--- config.mk ---
export PLATFORM = sky130hd
export DESIGN_NAME = multdiv_unit
export DESIGN_NICKNAME = d
export VERILOG_FILES = /design/src/rtl/multdiv_pkg.sv /design/src/rtl/multdiv_addsub33.sv /design/src/rtl/multdiv_unit.sv
export SDC_FILE = /design/constraint.sdc
export NUM_CORES = 1
export LEC_CHECK = 0
export ABC_AREA = 1
export BUFFER_PORTS_ARGS = -buffer_cell sky130_fd_sc_hd__buf_4
export CORE_ASPECT_RATIO = 2
export CORE_UTILIZATION = 55
export CTS_CLUSTER_SIZE = 40
export DETAILED_ROUTE_END_ITERATION = 10
export GPL_TIMING_DRIVEN = 0
export PLACE_DENSITY = 0.74
export SLEW_MARGIN = 20
export SYNTH_ARGS = -nofsm -noshare
export SYNTH_HDL_FRONTEND = slang
export SYNTH_SLANG_ARGS = --single-unit
--- constraint.sdc ---
create_clock -name clock -period 5.15 [get_ports clock]
set_input_delay 0.515 -clock clock [delete_from_list [all_inputs] [get_ports clock]]
set_output_delay 0.515 -clock clock [all_outputs]
set_load 0.02 [all_outputs]
--- src/rtl/multdiv_pkg.sv ---
// rtl/multdiv_pkg.sv - shared constants, state encoding and helpers for the multiply/divide unit
package multdiv_pkg;

   // Iterations per operation: one bit of the 32-bit operand per step
   localparam int ITERS = 32;

   // Most negative 32-bit value; the ALU overflow logic uses it too
   localparam logic [31:0] MIN_INT = 32'h8000_0000;

   typedef enum logic [1:0] {
      ST_IDLE = 2'd0,
      ST_MUL  = 2'd1,
      ST_DIV  = 2'd2,
      ST_DONE = 2'd3
   } state_t;

   // Magnitude of a signed 32-bit value as an unsigned 32-bit number.
   // MIN_INT maps to 0x80000000, which is exact when read as unsigned.
   function automatic logic [31:0] mag32(input logic [31:0] x);
      return x[31] ? (~x + 32'd1) : x;
   endfunction

endpackage

--- src/rtl/multdiv_addsub33.sv ---
// rtl/multdiv_addsub33.sv - 33-bit adder/subtractor shared by multiply, divide and negation
module multdiv_addsub33 (
   input  logic [32:0] i_a,
   input  logic [32:0] i_b,
   input  logic        i_sub,
   output logic [32:0] o_sum
);

   logic [32:0] w_b_inv;

   // Subtraction as a + ~b + 1 so a single carry chain serves both operations
   always_comb begin
      w_b_inv = i_b ^ {33{i_sub}};
      o_sum   = i_a + w_b_inv + {32'd0, i_sub};
   end

endmodule

--- src/rtl/multdiv_unit.sv ---
// rtl/multdiv_unit.sv - iterative signed 32-bit multiply/divide unit with fixed 33-cycle latency
import multdiv_pkg::*;

module multdiv_unit #(
   parameter int WIDTH = 32,
   parameter int ITERS = 32
) (
   input  logic             clock,
   input  logic             reset,
   input  logic             ctrl_mult,
   input  logic             ctrl_div,
   input  logic [WIDTH-1:0] operand_a,
   input  logic [WIDTH-1:0] operand_b,
   output logic [WIDTH-1:0] result,
   output logic             exception,
   output logic             result_rdy,
   output logic             busy
);

   localparam int                CNT_W = $clog2(ITERS);
   localparam logic [CNT_W-1:0]  LAST  = CNT_W'(ITERS - 1);

   state_t            r_state;
   logic [CNT_W-1:0]  r_count;
   // Multiply: {r_acc, r_q} is the 65-bit product register, r_q starts as the multiplier.
   // Divide: r_acc is the 33-bit partial remainder, r_q shifts dividend out and quotient in.
   logic [32:0]       r_acc;
   logic [31:0]       r_q;
   logic [32:0]       r_m;          // sign-extended multiplicand or divisor magnitude
   logic              r_is_div;
   logic              r_neg_q;      // quotient sign
   logic              r_div_zero;
   logic              r_div_ovf;    // MIN_INT / -1
   logic [31:0]       r_result;
   logic              r_exception;
   logic              r_rdy;
   logic              r_busy;

   logic              w_start;
   logic [32:0]       w_mag_b;
   logic [32:0]       w_add_a;
   logic [32:0]       w_add_b;
   logic              w_add_sub;
   logic [32:0]       w_sum;
   logic              w_mul_ovf;

   assign w_start   = ctrl_mult | ctrl_div;
   assign w_mag_b   = {1'b0, mag32(operand_b)};
   // Upper half of the 64-bit product must be the sign extension of the lower half
   assign w_mul_ovf = (r_acc[31:0] != {32{r_q[31]}});

   // Steer the shared adder according to the current phase of the operation
   always_comb begin
      w_add_a   = r_acc;
      w_add_b   = r_m;
      w_add_sub = 1'b0;
      case (r_state)
         ST_MUL: begin
            // Add the multiplicand for a set multiplier bit; the sign bit carries weight -2^31
            w_add_b   = r_q[0] ? r_m : 33'd0;
            w_add_sub = (r_count == LAST);
         end
         ST_DIV: begin
            // Non-restoring step: shift in the next dividend bit, subtract if remainder >= 0
            w_add_a   = {r_acc[31:0], r_q[31]};
            w_add_sub = ~r_acc[32];
         end
         ST_DONE: begin
            // Negate the quotient magnitude for the sign fix-up
            w_add_a   = 33'd0;
            w_add_b   = {1'b0, r_q};
            w_add_sub = 1'b1;
         end
         default: ;
      endcase
   end

   multdiv_addsub33 u_addsub (
      .i_a   (w_add_a),
      .i_b   (w_add_b),
      .i_sub (w_add_sub),
      .o_sum (w_sum)
   );

   // Control FSM with iteration datapath and registered outputs; a start pulse always wins
   always_ff @(posedge clock or posedge reset) begin
      if (reset) begin
         r_state     <= ST_IDLE;
         r_count     <= '0;
         r_acc       <= '0;
         r_q         <= '0;
         r_m         <= '0;
         r_is_div    <= 1'b0;
         r_neg_q     <= 1'b0;
         r_div_zero  <= 1'b0;
         r_div_ovf   <= 1'b0;
         r_result    <= '0;
         r_exception <= 1'b0;
         r_rdy       <= 1'b0;
         r_busy      <= 1'b0;
      end else begin
         r_rdy <= 1'b0;
         if (w_start) begin
            r_count    <= '0;
            r_acc      <= '0;
            r_busy     <= 1'b1;
            r_neg_q    <= operand_a[31] ^ operand_b[31];
            r_div_zero <= (operand_b == 32'd0);
            r_div_ovf  <= (operand_a == MIN_INT) && (operand_b == 32'hFFFF_FFFF);
            if (ctrl_mult) begin
               r_state  <= ST_MUL;
               r_is_div <= 1'b0;
               r_q      <= operand_b;
               r_m      <= {operand_a[31], operand_a};
            end else begin
               r_state  <= ST_DIV;
               r_is_div <= 1'b1;
               r_q      <= mag32(operand_a);
               r_m      <= w_mag_b;
            end
         end else begin
            case (r_state)
               ST_MUL: begin
                  r_acc   <= {w_sum[32], w_sum[32:1]};
                  r_q     <= {w_sum[0], r_q[31:1]};
                  r_count <= r_count + 1'b1;
                  if (r_count == LAST) r_state <= ST_DONE;
               end
               ST_DIV: begin
                  r_acc   <= w_sum;
                  r_q     <= {r_q[30:0], ~w_sum[32]};
                  r_count <= r_count + 1'b1;
                  if (r_count == LAST) r_state <= ST_DONE;
               end
               ST_DONE: begin
                  if (!r_is_div) begin
                     r_result    <= r_q;
                     r_exception <= w_mul_ovf;
                  end else if (r_div_zero) begin
                     r_result    <= 32'd0;
                     r_exception <= 1'b1;
                  end else begin
                     r_result    <= r_neg_q ? w_sum[31:0] : r_q;
                     r_exception <= r_div_ovf;
                  end
                  r_rdy   <= 1'b1;
                  r_busy  <= 1'b0;
                  r_state <= ST_IDLE;
               end
               default: r_state <= ST_IDLE;
            endcase
         end
      end
   end

   assign result     = r_result;
   assign exception  = r_exception;
   assign result_rdy = r_rdy;
   assign busy       = r_busy;

endmodule
; ---- Word level (Yosys, flattened, before mapping)
; Index checks and enable logic that the tools add are counted.
[totals]
reg_bits = 144
input_bits = 68
out_inout_bits = 35
elab_cells = 69
[op_classes]
addsub = 5
n_eq_ne = 8
mux = 28
bitwise = 8
n_reduce_logical = 7
[op_table]
columns = operator, count
row1 = 2-to-1 mux 32 bit, 7
row2 = one-hot mux 33 bit (2 select lines), 3
row3 = 2-to-1 mux 33 bit, 3
row4 = "adder 32 x 1 -> 32 bit, second input constant", 2
row5 = "== test 32 bit, second input constant", 2
row6 = inverter 32 bit, 2
row7 = one-hot mux 32 bit (2 select lines), 1
row8 = adder 33 x 1 -> 33 bit, 1
row9 = adder 33 bit, 1
row10 = XOR 33 bit, 1
row11 = logical NOT 32 bit, 1
row12 = inequality test 32 bit, 1
row13 = 2-to-1 mux 5 bit, 2
row14 = 2-to-1 mux 2 bit, 4
row15 = 2-to-1 mux 1 bit, 7
row16 = "adder 5 x 1 -> 5 bit, second input constant", 1
row17 = "== test 5 bit, second input constant", 1
row18 = "== test 2 bit, second input constant", 2
row19 = nonzero test 2 bit, 2
row20 = "inequality test 3 x 1 -> 1 bit, second input constant", 1
row21 = inverter 1 bit, 3
row22 = one-hot mux 1 bit (3 select lines), 1
row23 = nonzero test 3 bit, 1
row24 = "== test 2 x 1 -> 1 bit, second input constant", 1
row25 = other kinds (5), 5

; ---- Depth between registers and ports, before layout
[depth]
word_depth = 8
mapped_depth = 26
depth_no_buf = 26

; ---- Cells and area by module
; A second synthesis with hierarchy kept.
[hier_totals]
cells_unflattened = 1947
area_unflattened_um2 = 12547.0
[by_module_without_submodules]
columns = module, n_inst, cells_each, area_each_um2, seq_area_each_um2
row1 = multdiv_unit, 1, 1446, 9904.5, 3603.5
row2 = multdiv_addsub33, 1, 501, 2642.5, 0.0

; ---- Least setup slack after synthesis
; OpenSTA, ideal clock, no wires.
[synth_timing]
path_kind = register to register
start = register r_count[0]
end = register r_result[18], in the netlist result[18]
arrival_ns = 3.510
path_slack_ns = 1.523
stages_incl_launch_ff = 22
n_path_buf = 1
cell_sequence = dfrtp_1 -> ha_1 -> nand2_1 -> nor2_1 -> ha_1 -> nand2_1 -> nand3_1 -> nand2_4 -> buf_1 -> xor2_1 -> fa_1 -> nand3_1 -> nand2_1 -> a21oi_1 -> o21ai_0 -> a21oi_1 -> xor2_1 -> nand2_1 -> nand2_1 -> nand2_1 -> nand2_1 -> nand2_1
[synth_between]
elab_chain_len = 8
[synth_lines]
columns = item, line
row1 = start: declaration, multdiv_unit.sv:24  ; logic [CNT_W-1:0] r_count;
row2 = start signal: assignment, multdiv_unit.sv:126  ; r_count <= r_count + 1'b1;
row3 = start signal: assignment, multdiv_unit.sv:132  ; r_count <= r_count + 1'b1;
row4 = == test 5 bit *, multdiv_unit.sv:61  ; w_add_sub = (r_count == LAST);
row5 = one-hot mux 1 bit (3 select lines) *, multdiv_unit.sv:57  ; case (r_state)
row6 = XOR 33 bit, multdiv_addsub33.sv:13  ; w_b_inv = i_b ^ {33{i_sub}};
row7 = adder 33 bit, multdiv_addsub33.sv:14  ; o_sum = i_a + w_b_inv + {32'd0, i_sub};
row8 = adder 33 x 1 -> 33 bit *, multdiv_addsub33.sv:14
row9 = 2-to-1 mux 32 bit *, multdiv_unit.sv:143  ; r_result <= r_neg_q ? w_sum[31:0] : r_q;
row10 = 2-to-1 mux 32 bit *, multdiv_unit.sv:139  ; end else if (r_div_zero) begin
row11 = 2-to-1 mux 32 bit *, multdiv_unit.sv:136  ; if (!r_is_div) begin
row12 = end signal: assignment, multdiv_unit.sv:137  ; r_result <= r_q;
row13 = end signal: assignment, multdiv_unit.sv:143
row14 = end: declaration, multdiv_unit.sv:34  ; logic [31:0] r_result;
; Mark *: on every way between the ends. The rest lies on a longest branch, timed or not.
; A chain may end at the register's enable or synchronous reset.

; ---- Final worst setup path
[layout_timing]
start = register r_state[1]
end = register r_result[22], in the netlist result[22]
[layout_between]
elab_chain_len = 8
[layout_lines]
columns = item, line
row1 = start: declaration, multdiv_unit.sv:23  ; state_t r_state;
row2 = start signal: assignment, multdiv_unit.sv:88  ; r_state <= ST_IDLE;
row3 = start signal: assignment, multdiv_unit.sv:111  ; r_state <= ST_MUL;
row4 = start signal: assignment, multdiv_unit.sv:116  ; r_state <= ST_DIV;
row5 = == test 2 bit (tied with other cells), "multdiv_unit.sv:57, multdiv_unit.sv:122"
row6 = one-hot mux 1 bit (3 select lines) / one-hot mux 33 bit (2 select lines) (equally long branches), multdiv_unit.sv:57
row7 = XOR 33 bit, multdiv_addsub33.sv:13
row8 = adder 33 bit, multdiv_addsub33.sv:14
row9 = adder 33 x 1 -> 33 bit, multdiv_addsub33.sv:14
row10 = 2-to-1 mux 32 bit, multdiv_unit.sv:143
row11 = 2-to-1 mux 32 bit, multdiv_unit.sv:139
row12 = 2-to-1 mux 32 bit, multdiv_unit.sv:136
; Several ways; a longest one is shown, not always the timed one.

==> results by group <==
Detailed routing
  • Drt first pass iters: 8
  • Vias: 14200
  • DRC: 0
  • Final WL: 52.3 mm
  • Final ANT Viol Nets: 0
  • Wirelength per Cell: 23.5 µm
  • 1st-iter DRT viols: 1322
  • Avg Vias per Cell: 6.39

Global route
  • Vias in the first global route: 14300
  • Pin count of the biggest net entering global routing: 85
  • Global Route Usage Sum: 47.6%
  • Initial antenna violation count: 0
  • First-pass GRT wire length: 78.8 mm
  • Grt ovf: 0

Power
  • Max VDD drop: 0.000208 V
  • Final total power: 4700 µW
  • Sw Share: 43.4%
  • Psw: 2040 µW
  • Seq pwr share: 31.6%
  • PwrDens: 339 nW/µm²
  • Clock power share: 24.3%
  • Lkg Pwr: 0.00660 µW
  • Internal Power: 2660 µW
  • Logic gate share of total power: 44.0%

Worst setup path
  • Worst path cell trace: inv_1 -> ha_1 -> nor2_2 -> a21oi_4 -> inv_1 -> buf_1 -> a22oi_1 -> xor2_1 -> ha_1 -> nand2_1 -> nor2_1 -> inv_1 -> nor2_1 -> nand4_1 -> nand4_1 -> nand3_1 -> nand2_1 -> o21ai_0 -> nand2_1 -> nand2_1
  • Worst EP arrival: 5.25 ns
  • Crit path buf inv count: 4
  • Crit-path max cell delay: 0.52 ns
  • Critical path's slowest cell: nor2_1
  • Crit start category: flip-flop
  • CP Capture Type: flip-flop
  • Crit path top cell by count: nand2_1
  • Max FO, Critical Path: 10
  • Delay-heaviest family, CP: simple AND/OR/NAND/NOR gates
  • Worst Path Required: 5.48 ns
  • Crit Path Class: reg -> reg

Floorplanning
  • Ports: 103
  • Die H: 212 µm
  • Starting Density: 56.4%
  • Die width: 107 µm
  • # rows: 76
  • Area of the die: 22800 µm²
  • Core area: 21600 µm²

Clock tree
  • Post-CTS setup buffer count: 0
  • Clock Tree Buf Depth: 2
  • Clock Latency Late Sink: 0.44 ns
  • H-tree Lvls: 4
  • CTS buffer count: 17
  • Worst-path clk slew: 0.06 ns
  • CTS tree: done
  • Root Buffer: clkbuf_16
  • Clock tree sinks: 144

Cells and area
  • Fin nets: 2050
  • Filler instances: 2079
  • Share of cells above drive strength 1: 8.29%
  • Diode count: 0
  • Area Growth Syn to Fin: 13.8%
  • Most frequent cells in the layout: 344 x nand2_1, 235 x inv_1, 174 x o21ai_0, 149 x nor2_1, 144 x dfrtp_1
  • Commonest non-fill, non-tap cell in the layout: nand2_1

STA
  • Setup-failing EPs final: 0
  • RSZ-0062 raised after global routing: false
  • Post-route clock period utilization: 95.6%
  • Max transition margin: 43.3%
  • Slew @ Worst Pin: 0.850 ns
  • Max Clk Rate: 203 MHz
  • Fin Setup TNS: 0 ns
  • Hold_ws: 0.0770 ns
  • Pins Over Slew Limit: 0
  • Final min period: 4.92 ns
  • Layout Skew: 0.00552 ns
  • Final hold violations: 0

Hold path
  • Type of the tightest min-delay check: in -> async

Yosys
  • Seq cells post-synth: 144
  • Mapped Cells: 1821
  • Synth Warn #: 0
  • Top FF cell, synth: dfrtp_1
  • Register area share after synthesis: 29.6%
  • Async SR Flop Fraction: 100%
  • Post-Syn Area per Cell: 6.69 µm²
  • Syn nets: 1930
  • Netlist cell types: 53
  • Synthesized cell area: 12200 µm²
  • Post-synth EDFFs: 0

Placement
  • DP HPWL: 42.4 mm
  • RePlAce Congestion: 1.00
  • # port buffers: 100

Run status
  • Status: finished clean

Flow run
  • Max Cap Viol: 0
[synth_stat cells (all sizes together), types with 3 or more instances]
library cell	number	share of area, %
a32oi	5	0.36
xor2	72	5.2
nand2	349	11
a21oi	144	5.9
o21ai	185	7.6
nand3b	15	0.92
o221ai	12	0.86
a221oi	17	1.2
nor2	154	4.9
nand4	29	1.5
clkinv	3	0.092
o41ai	3	0.22
clkbuf	69	2.1
a21o	3	0.18
buf	17	0.61
ha	40	4.1
nor3	22	1.0
and3	3	0.15
dfrtp	144	30
o21bai	4	0.25
inv	243	7.5
o31ai	7	0.43
a22oi	36	2.2
nand3	112	4.6
nor4	23	1.2
o211ai	20	1.2
a31oi	14	0.72
o22ai	60	3.1
[sequential cells by signal (all words and copies together), names as in the netlist]
signal	count
r_state	2
exception	1
result_rdy	1
result	32
r_div_ovf	1
r_m	33
r_is_div	1
r_neg_q	1
r_q	32
busy	1
r_acc	33
r_div_zero	1
r_count	5
[metal layers]
| layer | up-vias | part of all wire [%] | wire length [µm] | GRT usage (%) |
|---|---|---|---|---|
| met5 | - | 0 | 0 | 0.230 |
| met4 | 0 | 12 | 6470 | 52.3 |
| met3 | 338 | 7.6 | 3970 | 11.7 |
| met2 | 873 | 50 | 26100 | 81.4 |
| met1 | 6535 | 30 | 15800 | 42.7 |
| li1 | 6481 | - | - | - |
[metrics by stage]
step                worst slack, ns  utilization [%]  cells  area [µm²]
detailed placement         -0.00662             61.7   2195       13300
global route                 0.0313             64.2   2227       13900
global placement             -0.820             61.5   2194       13300
CTS                          0.0480             64.2   2227       13900
floorplan                     0.769                -   1821       12200
finish                        0.229             64.2   2227       13900
[power by group through the flow]
stage          clock network (µW)  registers, µW  logic (µW)
2_1_floorplan                   0           1530        1230
3_3_place_gp                    0           1490        1960
3_5_place_dp                    0           1490        1980
4_1_cts                      1140           1470        2000
5_1_grt                      1180           1500        2240
6_report                     1140           1490        2070
[cells by family after synthesis]
| logic type | share of synthesized area (%) |
|---|---|
| xor gates and xnor gates | 5.38 |
| DFF | 29.6 |
| adders and majority gates | 4.27 |
| AOI/OAI and AO/OA | 25.1 |
| and+or+nand+nor | 25.4 |
| buffers and inverters | 10.3 |
[layout make-up]
type | instances | area [µm²] | share of cell area [%]
Multi-Input combinational cell | 1345 | 7340 | 52.9
Sequential cell | 144 | 3600 | 26.0
Inverter | 246 | 933 | 6.73
Timing Repair Buffer | 101 | 778 | 5.61
Clock buffer | 26 | 509 | 3.67
Tap cell | 273 | 342 | 2.46
Buffer | 86 | 333 | 2.40
Clock inverter | 6 | 30.0 | 0.217
[path summary, 6_finish.rpt]
path / from / slack (ns) / end / cells past startpoint
setup / recovery: r_state[1]$_DFFE_PP0P_ / 0.23 / result[22]$_DFFE_PP0P_ / 20
hold / removal: reset / 0.08 / result[18]$_DFFE_PP0P_ / 2
setup reg to reg: r_state[1]$_DFFE_PP0P_ / 0.23 / result[22]$_DFFE_PP0P_ / 20
hold reg to reg: result[18]$_DFFE_PP0P_ / 0.48 / result[18]$_DFFE_PP0P_ / 2
max in group asynchronous: reset / 4.26 / r_m[26]$_DFFE_PP0N_ / 3
min in group clock: operand_a[1] / 0.35 / r_m[1]$_DFFE_PP0N_ / 3
[repair_timing]
action	4_1_cts	5_1_grt
hold buffers	0	0
setup endpoints to repair	1	22
hold endpoints to repair	0	0
gates resized for setup	1	5
No activity file was read; power rests on OpenSTA's default activity.
